File: src/rtl/debounce_pkg.sv
// ---------------------------------------------------------------------------
// debounce_pkg
//   Shared types and helpers for the debounce_bank input conditioner.
//   - ch_state_t : per-channel debounce FSM states
//   - cnt_width  : width of the shared debounce/hold counter
// ---------------------------------------------------------------------------
package debounce_pkg;

  typedef enum logic [2:0] {
    LOW,
    PEND_HI,
    HIGH,
    HELD,
    PEND_LO
  } ch_state_t;

  // Bits needed to hold max(debounce_time, hold_time), i.e.
  // clog2(max(debounce_time, hold_time) + 1). Never returns less than 1.
  function automatic int cnt_width(input int debounce_time, input int hold_time);
    int max_val;
    int width;
    max_val = (debounce_time > hold_time) ? debounce_time : hold_time;
    width   = 1;
    for (int i = 0; i < 31; i++) begin
      if ((max_val >> i) != 0) width = i + 1;
    end
    return width;
  endfunction

endpackage

File: src/rtl/debounce_ch.sv
// ---------------------------------------------------------------------------
// debounce_ch
//   One channel of the input conditioner: synchroniser, debounce FSM and the
//   shared debounce/hold counter.
//
//   Ports
//     clk    in   system clock
//     nReset in   asynchronous active-low reset
//     raw    in   asynchronous button/switch input
//     level  out  debounced level
//     rise   out  one-cycle pulse when level goes 0->1
//     fall   out  one-cycle pulse when level goes 1->0
//     held   out  one-cycle pulse when level has been high HOLD_TIME cycles
// ---------------------------------------------------------------------------
module debounce_ch
  import debounce_pkg::*;
#(
  parameter int   SYNC_STAGES   = 2,
  parameter int   DEBOUNCE_TIME = 1000000,
  parameter int   HOLD_TIME     = 50000000,
  parameter logic RESET_LEVEL   = 1'b0
) (
  input  logic clk,
  input  logic nReset,
  input  logic raw,
  output logic level,
  output logic rise,
  output logic fall,
  output logic held
);

  localparam int CNT_W = cnt_width(DEBOUNCE_TIME, HOLD_TIME);

  localparam logic [CNT_W-1:0] CNT_ONE   = CNT_W'(1);
  localparam logic [CNT_W-1:0] DB_LAST   = CNT_W'(DEBOUNCE_TIME - 1);
  localparam logic [CNT_W-1:0] HOLD_LAST = (HOLD_TIME == 0) ? '0 : CNT_W'(HOLD_TIME - 1);

  // -------------------------------------------------------------------------
  // Synchroniser
  // -------------------------------------------------------------------------
  logic [SYNC_STAGES-1:0] sync_reg;
  logic                   s;

  always_ff @(posedge clk or negedge nReset) begin
    if (!nReset) begin
      sync_reg <= {SYNC_STAGES{RESET_LEVEL}};
    end else begin
      sync_reg <= {sync_reg[SYNC_STAGES-2:0], raw};
    end
  end

  assign s = sync_reg[SYNC_STAGES-1];

  // -------------------------------------------------------------------------
  // Debounce FSM
  // -------------------------------------------------------------------------
  ch_state_t        state_reg, state_next;
  logic [CNT_W-1:0] cnt_reg, cnt_next;
  logic             was_held_reg, was_held_next;
  logic             level_reg, level_next;
  logic             rise_reg, rise_next;
  logic             fall_reg, fall_next;
  logic             held_reg, held_next;

  always_ff @(posedge clk or negedge nReset) begin
    if (!nReset) begin
      state_reg    <= RESET_LEVEL ? HIGH : LOW;
      cnt_reg      <= '0;
      was_held_reg <= 1'b0;
      level_reg    <= RESET_LEVEL;
      rise_reg     <= 1'b0;
      fall_reg     <= 1'b0;
      held_reg     <= 1'b0;
    end else begin
      state_reg    <= state_next;
      cnt_reg      <= cnt_next;
      was_held_reg <= was_held_next;
      level_reg    <= level_next;
      rise_reg     <= rise_next;
      fall_reg     <= fall_next;
      held_reg     <= held_next;
    end
  end

  // The counter holds the number of consecutive mismatching samples already
  // seen while pending, so the sample that leaves LOW/HIGH/HELD counts as the
  // first one. That keeps acceptance at exactly DEBOUNCE_TIME samples, and
  // with DEBOUNCE_TIME=1 the pending states are skipped altogether.
  always_comb begin
    state_next    = state_reg;
    cnt_next      = cnt_reg;
    was_held_next = was_held_reg;
    rise_next     = 1'b0;
    fall_next     = 1'b0;
    held_next     = 1'b0;

    case (state_reg)
      LOW: begin
        cnt_next = '0;
        if (s) begin
          if (DEBOUNCE_TIME == 1) begin
            state_next = HIGH;
            rise_next  = 1'b1;
          end else begin
            state_next = PEND_HI;
            cnt_next   = CNT_ONE;
          end
        end
      end

      PEND_HI: begin
        if (!s) begin
          state_next = LOW;
          cnt_next   = '0;
        end else if (cnt_reg == DB_LAST) begin
          state_next = HIGH;
          rise_next  = 1'b1;
          cnt_next   = '0;
        end else begin
          cnt_next = cnt_reg + CNT_ONE;
        end
      end

      HIGH: begin
        if (!s) begin
          was_held_next = 1'b0;
          if (DEBOUNCE_TIME == 1) begin
            state_next = LOW;
            fall_next  = 1'b1;
            cnt_next   = '0;
          end else begin
            state_next = PEND_LO;
            cnt_next   = CNT_ONE;
          end
        end else if (HOLD_TIME != 0 && cnt_reg == HOLD_LAST) begin
          state_next = HELD;
          held_next  = 1'b1;
          cnt_next   = '0;
        end else if (HOLD_TIME != 0) begin
          // Stops at HOLD_LAST, so the counter never wraps.
          cnt_next = cnt_reg + CNT_ONE;
        end
      end

      HELD: begin
        cnt_next = '0;
        if (!s) begin
          was_held_next = 1'b1;
          if (DEBOUNCE_TIME == 1) begin
            state_next = LOW;
            fall_next  = 1'b1;
          end else begin
            state_next = PEND_LO;
            cnt_next   = CNT_ONE;
          end
        end
      end

      PEND_LO: begin
        if (s) begin
          // Glitch on release: go back where we came from. Returning to HELD
          // keeps held from re-firing within the same press.
          state_next = was_held_reg ? HELD : HIGH;
          cnt_next   = '0;
        end else if (cnt_reg == DB_LAST) begin
          state_next = LOW;
          fall_next  = 1'b1;
          cnt_next   = '0;
        end else begin
          cnt_next = cnt_reg + CNT_ONE;
        end
      end

      default: begin
        state_next = LOW;
        cnt_next   = '0;
      end
    endcase

    level_next = (state_next == HIGH) || (state_next == HELD) || (state_next == PEND_LO);
  end

  assign level = level_reg;
  assign rise  = rise_reg;
  assign fall  = fall_reg;
  assign held  = held_reg;

endmodule

File: src/rtl/debounce_bank.sv
// ---------------------------------------------------------------------------
// debounce_bank
//   N_CH independent debounce channels for push-buttons and switches.
//
//   Ports
//     clk    in   system clock
//     nReset in   asynchronous active-low reset
//     raw    in   [N_CH] asynchronous raw inputs
//     level  out  [N_CH] debounced levels
//     rise   out  [N_CH] one-cycle 0->1 pulses
//     fall   out  [N_CH] one-cycle 1->0 pulses
//     held   out  [N_CH] one-cycle long-press pulses
// ---------------------------------------------------------------------------
module debounce_bank
  import debounce_pkg::*;
#(
  parameter int   N_CH          = 4,
  parameter int   SYNC_STAGES   = 2,
  parameter int   DEBOUNCE_TIME = 1000000,
  parameter int   HOLD_TIME     = 50000000,
  parameter logic RESET_LEVEL   = 1'b0
) (
  input  logic            clk,
  input  logic            nReset,
  input  logic [N_CH-1:0] raw,
  output logic [N_CH-1:0] level,
  output logic [N_CH-1:0] rise,
  output logic [N_CH-1:0] fall,
  output logic [N_CH-1:0] held
);

  for (genvar gi = 0; gi < N_CH; gi++) begin : g_ch
    debounce_ch #(
      .SYNC_STAGES  (SYNC_STAGES),
      .DEBOUNCE_TIME(DEBOUNCE_TIME),
      .HOLD_TIME    (HOLD_TIME),
      .RESET_LEVEL  (RESET_LEVEL)
    ) u_ch (
      .clk   (clk),
      .nReset(nReset),
      .raw   (raw[gi]),
      .level (level[gi]),
      .rise  (rise[gi]),
      .fall  (fall[gi]),
      .held  (held[gi])
    );
  end

endmodule

File: config.mk
export PLATFORM = sky130hd
export DESIGN_NAME = debounce_bank
export DESIGN_NICKNAME = d
export VERILOG_FILES = /design/src/rtl/debounce_pkg.sv /design/src/rtl/debounce_ch.sv /design/src/rtl/debounce_bank.sv
export SDC_FILE = /design/constraint.sdc
export NUM_CORES = 1
export LEC_CHECK = 0
export ABC_AREA = 1
export CAP_MARGIN = 25
export CORE_AREA = 2 2 167 169
export CTS_CLUSTER_DIAMETER = 120
export DETAILED_ROUTE_END_ITERATION = 7
export DIE_AREA = 0 0 169 171
export SYNTH_ARGS = -nofsm -noshare
export SYNTH_HDL_FRONTEND = slang
export SYNTH_SLANG_ARGS = --single-unit
File: constraint.sdc
create_clock -name clk -period 2.77 [get_ports clk]
set_input_delay 0.554 -clock clk [delete_from_list [all_inputs] [get_ports clk]]
set_output_delay 0.554 -clock clk [all_outputs]
set_load 0.02 [all_outputs]
==> reports/summary.txt <==
Finished Layout Cells = 1527
R2r worst-path depth = 10
Routability Congestion = 0.8857
Total gr overflow = 0
Min-Delay Path Class = primary input to async pin
Avg WL per Cell = 12.63 µm
Setup TNS = 0 ns
# nets final = 1178
DR vias/cell = 4.730
CTS tree = done
Worst-case clock buffer depth = 2
Maximum fanout along the worst path = 23
Post-route ant nets = 0
Total Routing Usage GR = 14.35%
Most frequent cell after synthesis = nand2_1
CTS Hold Bufs = 0
Die H = 171 µm
Post-CTS Setup Bufs = 0
Core footprint = 27320 µm²
Pin count of the biggest net entering global routing = 61
Unrepaired setup endpoints after global routing = no
Crit path DAT = 2.27 ns
Reg2Reg Launch Point = g_ch[1].u_ch.cnt_reg[0]$_DFF_PN0_
Mapped Nets = 1162
# rows = 61
Critical path's largest stage delay = 0.36 ns
Yosys top cell by area = dfrtp_1
Netlist cell types = 40
CTS resizes = 0
Crit-path most repeated cell = nand2_1
Leakage = 3.944 nW
Slew @ Worst Pin = 0.5894 ns
Mapped Area = 8323 µm²
Initial Util = 30.46%
Synth Instances = 1152
Ys async rst share = 100.0%
Fin. Hold Viols = 0
Detail Placement HPWL = 14250 µm
WS Path Type = flip-flop to flip-flop
Die Wd = 169 µm
Layout cell share with drive strength beyond 1 = 6.351%
Number of global-route vias before repair = 7047
Crit path cell chain = ha_1, nand2_1, nor2_2, nand2_1, nor2_1, nand3_1, nand2_1, nand2_1, inv_2, nor2_1
Critical-path top delay cell = dfrtp_1
Synth Flop Type = dfrtp_1
Worst path buffer plus inverter count = 1
Post-synthesis sequential area ratio = 43.30%
Worst R2R End = g_ch[1].u_ch.cnt_reg[15]$_DFF_PN0_
Number of antenna violations at the first check in global routing = 0
Final setup fails = 0
Required time of the worst setup path = 3.07 ns
Die area = 28900 µm²
Top post-synthesis cells by area = dfrtp_1 43%, nand2_1 12%, nor2_1 12%
Startpoint Class = flip-flop
Syn. warnings = 0
Max_slew headroom = 60.71%
H-tree levels = 4
Clock-pin slew on the worst setup and hold paths = 0.07 ns
Area fraction of the dominant cell type after synthesis = 43.30%
Synth top cells by count = 273 x nand2_1, 268 x nor2_1, 144 x dfrtp_1
Placed cell count = 1495
Peak supply drop = 0.0005091 V
Power Density = 496.5 nW/µm²
Detailed-route via count = 7223
N_diodes = 0
Top Family by Delay on Critical Path = simple AND/OR/NAND/NOR gates
First-pass GRT wire length = 33540 µm
# DRC = 0
Syn_area_per_cell = 7.225 µm²
Fmax = 0.5059 GHz
Initial drt markers = 574
Largest register FFs = 104
CP Capture Type = flip-flop
Hold WS = 0.08331 ns
Synthesized flop and latch total = 144
Reg2Reg Setup Slack = 0.79 ns
Final min period = 1.977 ns
MaxCap Viol Count = 0
DRT Pass-1 Iters = 6
Synth-to-layout area growth = 12.64%
Root buf cell = clkbuf_16
Final period util = 71.35%
Skew final = 0.01302 ns
I/O pin cnt = 22
Later-pin clock latency in the skew report = 0.43 ns
Final Max Tran Viols = 0
Post-synth EDFFs = 0
Sink Count = 144
Overall routed net length = 19290 µm
Port Buffers = 21
Cts bufs inserted = 17
Outcome = finished clean
## cells in the final DEF (no fill, tap or decap), drive strengths merged, types with 2 or more instances in the layout
cell / netlist / routed
a21o: 2 / 2
a21oi: 11 / 11
buf: 25 / 3
clkbuf: 1 / 19
clkdlybuf4s50: 0 / 20
clkinv: 0 / 4
clkinvlp: 0 / 2
dfrtp: 144 / 144
ha: 4 / 4
inv: 142 / 148
nand2: 278 / 278
nand3: 67 / 67
nand4: 36 / 36
nor2: 289 / 289
nor3: 48 / 48
nor3b: 5 / 5
nor4: 7 / 7
o211ai: 3 / 3
o21ai: 20 / 20
o21bai: 2 / 2
xnor2: 15 / 15
xor2: 46 / 46
## worst reg2reg max path, cell delays in order, from the launching register on
cell and delay (ns):
dfrtp_1 0.36, ha_1 0.21, nand2_1 0.08, nor2_2 0.20, nand2_1 0.10, nor2_1 0.17, nand3_1 0.13, nand2_1 0.08
nand2_1 0.08, inv_2 0.33, nor2_1 0.10
## how the worst max path moves through the flow
| stage | depth (start not counted) | startpoint | slack, ns | end |
|---|---|---|---|---|
| floorplan | 11 | g_ch[2].u_ch.cnt_reg[0]$_DFF_PN0_ | 1.13 | g_ch[2].u_ch.cnt_reg[10]$_DFF_PN0_ |
| global placement | 10 | g_ch[1].u_ch.cnt_reg[0]$_DFF_PN0_ | 0.85 | g_ch[1].u_ch.cnt_reg[17]$_DFF_PN0_ |
| detailed placement | 10 | g_ch[1].u_ch.cnt_reg[0]$_DFF_PN0_ | 0.77 | g_ch[1].u_ch.cnt_reg[22]$_DFF_PN0_ |
| CTS | 10 | g_ch[1].u_ch.cnt_reg[0]$_DFF_PN0_ | 0.76 | g_ch[1].u_ch.cnt_reg[23]$_DFF_PN0_ |
| global route | 10 | g_ch[1].u_ch.cnt_reg[0]$_DFF_PN0_ | 0.51 | g_ch[1].u_ch.cnt_reg[17]$_DFF_PN0_ |
| finish | 10 | g_ch[1].u_ch.cnt_reg[0]$_DFF_PN0_ | 0.79 | g_ch[1].u_ch.cnt_reg[15]$_DFF_PN0_ |
## power breakdown
part | leakage, nW | total (mW) | internal [mW] | switching, mW
clock network | 0.282 | 2.28 | 1.30 | 0.977
registers | 1.98 | 2.16 | 2.13 | 0.0293
logic | 1.68 | 0.215 | 0.0551 | 0.160
total | 3.94 | 4.65 | 3.49 | 1.17
## cells by family (layout without fill, tap and decap cells)
kind of cell	count (synthesis)	after routing	share of synthesized area (%)
and+or+nand+nor	733	733	37.70
buffers and inverters	168	197	8.990
xor gates and xnor gates	61	61	6.419
DFF	144	144	43.30
AOI/OAI and AO/OA	42	42	2.992
adders and majority gates	4	4	0.6013
## stage by stage
step | setup slack (ns) | util, % | area (µm²) | power [mW]
final | 0.7935 | 34.31 | 9375 | 4.654
after global routing | 0.5060 | 34.31 | 9375 | 4.857
after CTS | 0.7641 | 34.31 | 9375 | 4.730
after detailed placement | 0.7728 | 32.20 | 8797 | 2.426
after global placement | 0.8534 | 32.20 | 8797 | 2.424
after floorplan | 1.130 | - | 8323 | 2.342
## metal layers
| metal | vias to the layer above | wire, µm | track usage [%] |
|---|---|---|---|
| met5 | - | 0 | 0 |
| met4 | 0 | 413 | 5.946 |
| met3 | 34 | 788 | 2.521 |
| met2 | 189 | 8906 | 23.68 |
| met1 | 3360 | 9182 | 18.64 |
| li1 | 3640 | - | - |
## cell type report
| cell class | count | area, µm² |
|---|---|---|
| fill | 2847 | 17950 |
| multi-input combinational | 840 | 3971 |
| clock buffer | 19 | 452.9 |
| clock inverter | 13 | 125.1 |
| timing repair buffer | 23 | 251.5 |
| sequential | 144 | 3603 |
| tap | 346 | 432.9 |
| inverter | 142 | 538.0 |
Power figures use the tool's default switching activity.
